<file path="config.mk">
export PLATFORM = sky130hd
export DESIGN_NAME = imm_ext_stage
export DESIGN_NICKNAME = d
export VERILOG_FILES = /design/src/rtl/imm_ext_stage.sv
export SDC_FILE = /design/constraint.sdc
export NUM_CORES = 1
export LEC_CHECK = 0
export CAP_MARGIN = 20
export CELL_PAD_IN_SITES_DETAIL_PLACEMENT = 1
export CELL_PAD_IN_SITES_GLOBAL_PLACEMENT = 2
export CORE_ASPECT_RATIO = 1.2
export CORE_UTILIZATION = 30
export DETAILED_ROUTE_END_ITERATION = 10
export GPL_ROUTABILITY_DRIVEN = 0
export GPL_TIMING_DRIVEN = 0
export PLACE_DENSITY = 0.83
export SETUP_SLACK_MARGIN = 0.1
export SLEW_MARGIN = 0
export SYNTH_ARGS = -nofsm -noshare
export SYNTH_HDL_FRONTEND = slang
export SYNTH_SLANG_ARGS = --single-unit
</file>
<file path="constraint.sdc">
create_clock -name CLK -period 1.65 [get_ports CLK]
set_input_delay 0.2475 -clock CLK [delete_from_list [all_inputs] [get_ports CLK]]
set_output_delay 0.2475 -clock CLK [all_outputs]
set_load 0.005 [all_outputs]
</file>
<file path="src/rtl/imm_ext_stage.sv">
// imm_ext_stage: registered immediate extension with a 2-entry skid buffer
// between decode and execute.
module imm_ext_stage #(
    parameter int IN_W  = 16,
    parameter int OUT_W = 32
) (
    input  logic             CLK,
    input  logic             Reset,
    input  logic             in_valid,
    output logic             in_ready,
    input  logic [IN_W-1:0]  Immediate,
    input  logic [2:0]       ExtMode,
    output logic             out_valid,
    input  logic             out_ready,
    output logic [OUT_W-1:0] ImExt,
    output logic [1:0]       occupancy,
    output logic             mode_err
);
    logic [OUT_W-1:0] r_main, r_skid;
    logic             r_main_v, r_skid_v, r_err;
    logic [OUT_W-1:0] w_zext, w_sext, w_upper, w_shl, w_ones, w_ext;
    logic             w_acc, w_xfer;

    assign w_zext  = {{(OUT_W-IN_W){1'b0}}, Immediate};
    assign w_sext  = {{(OUT_W-IN_W){Immediate[IN_W-1]}}, Immediate};
    assign w_upper = {Immediate, {(OUT_W-IN_W){1'b0}}};
    assign w_shl   = w_sext << 2;
    assign w_ones  = {{(OUT_W-IN_W){1'b1}}, Immediate};
    // illegal modes fall through to zero-extension
    assign w_ext   = ExtMode == 3'd1 ? w_sext  :
                     ExtMode == 3'd2 ? w_upper :
                     ExtMode == 3'd3 ? w_shl   :
                     ExtMode == 3'd4 ? w_ones  : w_zext;

    assign in_ready  = !r_skid_v && !Reset;
    assign w_acc     = in_valid && in_ready;
    assign w_xfer    = r_main_v && out_ready;
    assign out_valid = r_main_v;
    assign ImExt     = r_main;
    assign occupancy = {1'b0, r_main_v} + {1'b0, r_skid_v};
    assign mode_err  = r_err;

    always_ff @(posedge CLK) begin
        if (Reset) begin
            r_main   <= '0;
            r_skid   <= '0;
            r_main_v <= 1'b0;
            r_skid_v <= 1'b0;
            r_err    <= 1'b0;
        end else begin
            if (r_skid_v) begin
                if (w_xfer) begin
                    r_main   <= r_skid;
                    r_skid_v <= 1'b0;
                end
            end else if (w_acc) begin
                if (!r_main_v || w_xfer) begin
                    r_main   <= w_ext;
                    r_main_v <= 1'b1;
                end else begin
                    r_skid   <= w_ext;
                    r_skid_v <= 1'b1;
                end
            end else if (w_xfer) begin
                r_main_v <= 1'b0;
            end
            if (w_acc && ExtMode > 3'd4)
                r_err <= 1'b1;
        end
    end
endmodule

</file>
==> impl_metrics.yaml, run 1 <==
detailed_routing:
  via_count: 3321
  first_iter_violations: 61
  postRouteAntennaNets: 0
  routed_wl_um: 10800
  drt_pre_antenna_iters: 4
  wire_per_inst_um: 17.0
  viasPerCell: 5.22
  drc_errors: 0
cts:
  cts_made_buffers: 9
  clk_path_buf_depth: 2
  hold_buffers: 0
  root_buffer: "clkbuf_16"
  clock_latency_ns: 0.33
  clock_sinks: 67
  path_clk_slew_ns: 0.06
  cts_tree: "built"
  cts_htree_levels: 3
worst_setup_path:
  cp.arrival_ns: 1.80
  critPathCaptureType: "flop"
  path_delay_family: "compound AO/OA/AOI/OAI gates"
  path_class: "flop to flop"
  cp_num_buf_inv: 2
  crit_path_max_incr_delay_ns: 0.37
  cp_common_cell: "buf_4"
  path_cells: "buf_4 > nor3b_4 > o21a_2 > buf_4 > o311ai_1 > a21oi_1"
  worstPathRequired_ns: 1.91
  crit_path_max_fanout: 10
  cpMaxStageDelayCell: "dfxtp_4"
  start_kind: "flop"
global_route:
  grt_use_total_pct: 19.6
  grt_first_pass_wirelength_um: 17400
  antenna_found_initial: 0
  grt_max_degree: 20
  grt_overflow: 0
  grt_pass1_vias: 3426
layout:
  design_area_um2: 4540
  syn_to_final_growth_pct: 36.5
  num_antenna_cells: 0
  final_common_cell: "dfxtp_1"
  layout-drive-gt1-share_pct: 15.0
  final_cell_mix: "65 x dfxtp_1, 64 x nand2_1, 51 x clkdlybuf4s50_1, 49 x a21oi_1, 46 x nor2_1"
  nets: 526
  layoutNonFillerInstCount: 636
synth:
  synth_top_area_share_pct: 40.3
  ys_top_cells_by_area: "dfxtp_1 40%, a21oi_1 7.4%, nand2_1 7.2%"
  syn_avg_cell_area_um2: 7.78
  synth.distinct_cells: 33
  yosysWarnings: 0
  ys_ff_latch: 67
  syn-num-nets: 452
  synth_cells: 428
  yosysTopAreaCell: "dfxtp_1"
  synth_seq_area_share_pct: 40.3
  synth_area_um2: 3330
timing:
  post-route-min-period_ns: 1.54
  period_share_pct: 93.4
  holdWs_ns: 0.409
  setup_violations: 0
  slew_headroom_pct: 45.8
  final_max_slew_viol_count: 0
  grt_setup_unrepaired: "yes"
  finalWorstSetupSlack_ns: 0.109
  skew_ns: 0.00361
  hold_viol_final: 0
  worst_pin_slew_ns: 0.813
  fmax_ghz: 0.649
die:
  die_h_um: 117
  core-area_um2: 10700
  io_pins: 60
  dieArea_um2: 11500
  initial_core_util_pct: 31.2
  fp-row-count: 41
  die_w_um: 98.2
placed_design:
  dp.cells: 615
  dpl.hpwl_um: 8070
  post-place-ws_ns: -0.563
  placed_area_um2: 4070
  portBuffers: 58
power:
  power_density_nw_per_um2: 951
  max-vdd-ir-drop_mv: 0.404
  p_total_w: 0.00432
  leakage_nw: 1.62
run_status:
  outcome: "complete, no violations"
run:
  cap_viol_max_count: 0
min_path:
  hp-class: "input pin to flop"
## state kept, by name (all words and copies together) (netlist names)
signal	flops
r_skid_v	1
mode_err	1
ImExt	32
r_skid	32
out_valid	1
## report_power, final
part           switching [W]  leakage [nW]  internal (W)
Clock               0.000730         0.145       0.00120
Combinational       0.000362         0.933      0.000309
Sequential         0.0000364         0.545       0.00168
## worst register-to-register path, delay by kind of cell, from the launching register on
family	cells	cell delay [ns]
AO/OA/AOI/OAI	3	0.54
buffers and inverters	2	0.36
flip-flops	1	0.37
AND/OR/NAND/NOR	1	0.20
## Yosys cell counts (all sizes together)
master / count
o211ai: 17
clkbuf: 16
ha: 1
nor2: 52
dfxtp: 67
o311ai: 28
a21oi: 49
o21ai: 17
nand2b: 37
and2: 17
a211oi: 1
or4bb: 1
mux2i: 1
o21a: 1
nor3: 17
nand2: 64
nor3b: 1
nand3b: 1
inv: 15
buf: 21
or3b: 1
a311oi: 2
or3: 1
## per-stage QoR
stage	TNS, ns	utilization (%)
2_1_floorplan	0	-
3_3_place_gp	-25.02	38.1
3_5_place_dp	-26.82	38.1
4_1_cts	0	41.9
5_1_grt	0	42.6
6_report	0	42.6
## per-layer routing
metal,share of wire [%],GRT usage [%],vias up
met4,2.5,10.3,0
met5,0,0,-
met1,44,22.2,1636
met3,1.9,2.56,15
li1,-,-,1613
met2,51,35.4,57
## cells by family (layout without fill, tap and decap cells)
| logic type | count (synthesis) | in the layout | synth area share (%) |
|---|---|---|---|
| adder cells (fa/ha/maj) | 1 | 1 | 0.376 |
| AO/OA/AOI/OAI | 115 | 115 | 24.2 |
| buffers and inverters | 52 | 131 | 7.18 |
| flip-flops | 67 | 67 | 40.3 |
| multiplexers | 1 | 1 | 0.301 |
| AND/OR/NAND/NOR | 192 | 192 | 27.6 |
## final timing paths
| kind | start | endpoint | slack (ns) | cells past startpoint |
|---|---|---|---|---|
| hold / removal | Reset | r_skid[31] | 0.41 | 4 |
| hold reg to reg | ImExt[25] | ImExt[25] | 0.45 | 2 |
| setup / recovery | r_skid_v | ImExt[15] | 0.11 | 6 |
| setup reg to reg | r_skid_v | ImExt[15] | 0.11 | 6 |
## layout make-up
type,count,area [µm²]
Fill cell,1293,6130
Multi-Input combinational cell,309,1810
Sequential cell,67,1350
Timing Repair Buffer,64,613
Buffer,36,260
Clock buffer,11,243
Tap cell,129,161
Inverter,15,56.3
Clock inverter,5,52.6
## timing repair
item / CTS / global route
gates resized for setup: 41 / 15
endpoints found under the setup margin: 68 / 60
pin swaps: 0 / 6
setup buffers: 2 / 4
No activity file was read; power rests on OpenSTA's default activity.
==> inputs of run 2 (changes only) <==
Settings changed: CTS_BUF_LIST set to sky130_fd_sc_hd__clkbuf_16, SETUP_SLACK_MARGIN 0.1 to 0.3.
==> run 2 against run 1 <==
Net effect:
- non-clock buffer count up 14
- sequential power about the same
- sequential share of layout area down 3.3 points
- global-route usage up 1.8 points
- die area unchanged
- core utilization up 5.4 points
- via count up 2.5%
- critical path depth up 1
- clock power down 5%
- clock skew up 0.0043 ns
- sequential cell count unchanged
- largest cell class unchanged
- largest power group unchanged
==> impl_metrics.yaml, run 2 (synthesis results as in run 1) <==
layout:
  design_area_um2: 5120
  layout-drive-gt1-share_pct: 26.9
  num_antenna_cells: 0
  fill_cells: 1261
  final_common_cell: "dfxtp_1"
  final_cell_mix: "64 x dfxtp_1, 51 x nand2_1, 44 x a21oi_1, 40 x dlygate4sd2_1, 35 x nor2_1"
  nets: 540
  syn_to_final_growth_pct: 53.8
cts:
  cts_made_buffers: 9
  cts_htree_levels: 3
  path_clk_slew_ns: 0.06
  hold_buffers: 0
  clock_sinks: 67
  clk_path_buf_depth: 2
  root_buffer: "clkbuf_16"
  clock_latency_ns: 0.34
  cts_tree: "built"
power:
  max-vdd-ir-drop_mv: 0.589
  power_density_nw_per_um2: 846
  leakage_nw: 1.98
min_path:
  min_path_cells: 2
  hp-class: "input pin to flop"
die:
  io_pins: 60
  fp-row-count: 41
  core-area_um2: 10700
  die_w_um: 98.2
  initial_core_util_pct: 31.2
  die_h_um: 117
  dieArea_um2: 11500
timing:
  period_share_pct: 95.2
  setup_violations: 0
  worst_pin_slew_ns: 0.632
  holdWs_ns: 0.269
  fmax_ghz: 0.637
  skew_ns: 0.00787
  fin_setup_tns_ns: 0
  final_max_slew_viol_count: 0
  slew_headroom_pct: 57.9
  finalWorstSetupSlack_ns: 0.0800
  post-route-min-period_ns: 1.57
  hold_viol_final: 0
  grt_setup_unrepaired: "yes"
worst_setup_path:
  cp.arrival_ns: 1.77
  rrSetupSlack_ns: 0.08
  critPathCaptureType: "flop"
  crit_end: "r_skid[16]"
  r2r_cells: 7
  start_kind: "flop"
  path_class: "flop to flop"
  worstPathRequired_ns: 1.85
  reg2reg_to: "r_skid[16]"
  crit_start: "r_skid_v"
  crit_path_max_fanout: 7
  r2r-start: "r_skid_v"
detailed_routing:
  routed_wl_um: 12000
  postRouteAntennaNets: 0
  via_count: 3403
  wire_per_inst_um: 18.5
  first_iter_violations: 102
  viasPerCell: 5.24
  drc_errors: 0
  drt_pre_antenna_iters: 6
global_route:
  antenna_found_initial: 0
  grt_use_total_pct: 21.4
  grt_max_degree: 11
  grt_pass1_vias: 3610
  grt_first_pass_wirelength_um: 19000
  grt_overflow: 0
run:
  cap_viol_max_count: 0
run_status:
  outcome: "complete, no violations"
placed_design:
  post-place-ws_ns: -0.556
  portBuffers: 58
  placed_area_um2: 4080
  dpl.hpwl_um: 8160
run 2: cell type report:
cell class / count / area (µm²) / share of cell area, %
Multi-Input combinational cell: 309 / 2150 / 42.0
Timing Repair Buffer: 77 / 795 / 15.5
Clock buffer: 9 / 225 / 4.40
Buffer: 37 / 332 / 6.48
Tap cell: 129 / 161 / 3.15
Inverter: 15 / 56.3 / 1.10
Clock inverter: 6 / 50.0 / 0.978
Sequential cell: 67 / 1350 / 26.4
run 2: per-stage QoR:
stage,std cells,util (%),total power [W]
2_1_floorplan,428,-,0.00209
3_3_place_gp,615,38.2,0.00238
3_5_place_dp,615,38.2,0.00239
4_1_cts,644,45.0,0.00428
5_1_grt,649,48.0,0.00450
6_report,649,48.0,0.00433
run 2: worst min path at each step:
stage                          start    endpoint  slack [ns]
after floorplan            out_ready    r_skid_v        0.34
after global placement    r_skid[11]  r_skid[11]        0.44
after detailed placement  r_skid[15]  r_skid[15]        0.44
after CTS                  out_ready    r_skid_v        0.26
after global routing       out_ready    r_skid_v        0.31
final                      out_ready    r_skid_v        0.27
run 2: repair_timing:
action | 4_1_cts | 5_1_grt
setup endpoints to repair | 103 | 67
cloned | 3 | 2
resized for setup | 142 | 57
endpoints found under the hold margin | 0 | 0
pin swaps | 35 | 32
buffers inserted | 11 | 3
run 2: report_power, final:
group          internal (W)  leakage, nW  total, W  switching [W]
Combinational      0.000350         1.29  0.000784       0.000434
Sequential          0.00168        0.546   0.00172      0.0000350
Clock               0.00114        0.143   0.00183       0.000694
run 2: critical path, cell delays in order (launching register included):
cell      delay, ns
dfxtp_4        0.36
nand2b_4       0.16
or3_4          0.35
buf_12         0.16
buf_4          0.14
buf_8          0.12
nor2_4         0.07
nor3_1         0.06
run 2: per-layer routing:
layer  track usage [%]  wire [µm]  vias up
li1                  -          -     1647
met1              25.6       5080     1665
met5                 0          0        -
met4              9.89        340        0
met2              37.7       6190       71
met3              2.56        414       20
==> inputs of run 3 (changes only) <==
Settings changed: SKIP_CTS_REPAIR_TIMING set to 1.
==> run 3 against run 2 <==
Net effect:
- core utilization rose by 2.1 points
- clock skew fell by 0.0010 ns
- register-to-register slack barely moved
- clock power barely moved
- final area rose by 4.4%
- clock-buffer cell count did not move
- fmax fell by 2.8%
- wire length rose by 0.90%
- sequential power barely moved
- critical path depth fell by 2
- non-clock buffer count fell by 1
- sequential cell count did not move
- critical endpoint is now in_ready
==> impl_metrics.yaml, run 3 (synthesis results as in run 1) <==
worst_setup_path:
  cp_common_cell: "buf_8"
  cp_num_buf_inv: 4
  crit_path_max_incr_delay_ns: 0.38
  r2r-start: "r_skid_v"
  reg2reg_to: "r_skid[28]"
  path_cells: "buf_12 > buf_8 > buf_8 > nor2_4 > clkbuf_2"
  critPathCaptureType: "output pin"
  path_class: "flop to output pin"
  r2r_cells: 6
  rrSetupSlack_ns: 0.09
  crit_start: "r_skid_v"
  start_kind: "flop"
  crit_end: "in_ready"
  path_delay_family: "buffers and inverters"
  cp.depth: 5
  crit_path_max_fanout: 10
  cp.arrival_ns: 1.37
  cpMaxStageDelayCell: "dfxtp_4"
  worstPathRequired_ns: 1.40
detailed_routing:
  via_count: 3407
  viasPerCell: 5.26
  wire_per_inst_um: 18.7
  postRouteAntennaNets: 0
  routed_wl_um: 12100
  drt_pre_antenna_iters: 6
  first_iter_violations: 114
  drc_errors: 0
cts:
  clk_path_buf_depth: 2
  cts_made_buffers: 9
  clock_sinks: 67
  cts_htree_levels: 3
  clock_latency_ns: 0.34
  path_clk_slew_ns: 0.05
  root_buffer: "clkbuf_16"
  cts_tree: "built"
layout:
  syn_to_final_growth_pct: 60.6
  layout-drive-gt1-share_pct: 28.3
  fin_util_pct: 50.1
  final_cell_mix: "63 x dfxtp_1, 50 x nand2_1, 41 x dlymetal6s2s_1, 40 x a21oi_1"
  final_common_cell: "dfxtp_1"
  num_antenna_cells: 0
  design_area_um2: 5350
  layoutNonFillerInstCount: 648
  nets: 539
timing:
  fin_setup_tns_ns: 0
  fmax_ghz: 0.619
  slew_headroom_pct: 49.8
  hold_viol_final: 0
  holdWs_ns: 0.323
  worst_pin_slew_ns: 0.754
  final_max_slew_viol_count: 0
  period_share_pct: 97.9
  post-route-min-period_ns: 1.61
  grt_setup_unrepaired: "yes"
  skew_ns: 0.00683
  setup_violations: 0
placed_design:
  portBuffers: 58
  placed_area_um2: 4080
  dpl.hpwl_um: 8160
  dp.cells: 615
power:
  power_density_nw_per_um2: 820
  p_int_w: 0.00320
  p_sw_share_pct: 27.0
  power_frac_comb_pct: 19.0
  leakage_nw: 2.46
  switching_power_w: 0.00118
  power_frac_seq_pct: 39.3
  max-vdd-ir-drop_mv: 0.588
  clock_power_share_pct: 41.7
global_route:
  grt_max_degree: 11
  grt_overflow: 0
  grt_use_total_pct: 19.7
  grt_first_pass_wirelength_um: 17500
  antenna_found_initial: 0
  grt_pass1_vias: 3351
die:
  die_w_um: 98.2
  initial_core_util_pct: 31.2
  io_pins: 60
  dieArea_um2: 11500
  core-area_um2: 10700
  die_h_um: 117
  fp-row-count: 41
run_status:
  outcome: "complete, no violations"
run:
  cap_viol_max_count: 0
min_path:
  hp-class: "input pin to flop"
[run 3: worst min-delay path by stage]
stage               startpoint         end  slack, ns  depth (start not counted)
floorplan            out_ready    r_skid_v       0.34                          1
finish                in_valid   out_valid       0.32                          3
detailed placement  r_skid[15]  r_skid[15]       0.44                          2
CTS                      Reset   r_skid[9]       0.38                          4
global route          in_valid   out_valid       0.34                          3
global placement    r_skid[11]  r_skid[11]       0.44                          2
[run 3: through the flow]
stage               worst slack, ns  power [W]
floorplan                     0.279    0.00209
global placement             -0.577    0.00238
detailed placement           -0.556    0.00239
CTS                          -0.730    0.00422
global route                0.00831    0.00454
finish                       0.0355    0.00438
[run 3: worst register-to-register path: cells and delay by family, from the launching register on]
family        cells  cell delay (ns)
buf+inv           2             0.32
simple gates      4             0.72
flops             1             0.38
[run 3: cell type report]
cell class              instances  area, µm²
inverters                      15       56.3
repair buffers                 76        928
plain buffers                  37        335
fillers                      1224       5320
multi-input cells             309       2240
flip-flops and latches         67       1350
clock buffers                   9        225
well taps                     129        161
clock inverters                 6       50.0
[run 3: metal layers]
layer / track usage (%) / vias up / share of wire, % / wire length (µm)
met5: 0 / - / 0 / 0
met4: 9.05 / 0 / 3.2 / 382
met3: 2.44 / 21 / 3.3 / 397
met2: 34.1 / 75 / 51 / 6120
met1: 24.0 / 1659 / 43 / 5220
li1: - / 1652 / - / -
[run 3: power by group through the flow]
stage | Clock [W] | Combinational [W] | Sequential (W)
6_report | 0.00183 | 0.000834 | 0.00172
5_1_grt | 0.00192 | 0.000891 | 0.00173
4_1_cts | 0.00186 | 0.000640 | 0.00172
3_5_place_dp | 0 | 0.000638 | 0.00175
3_3_place_gp | 0 | 0.000625 | 0.00175
2_1_floorplan | 0 | 0.000334 | 0.00175
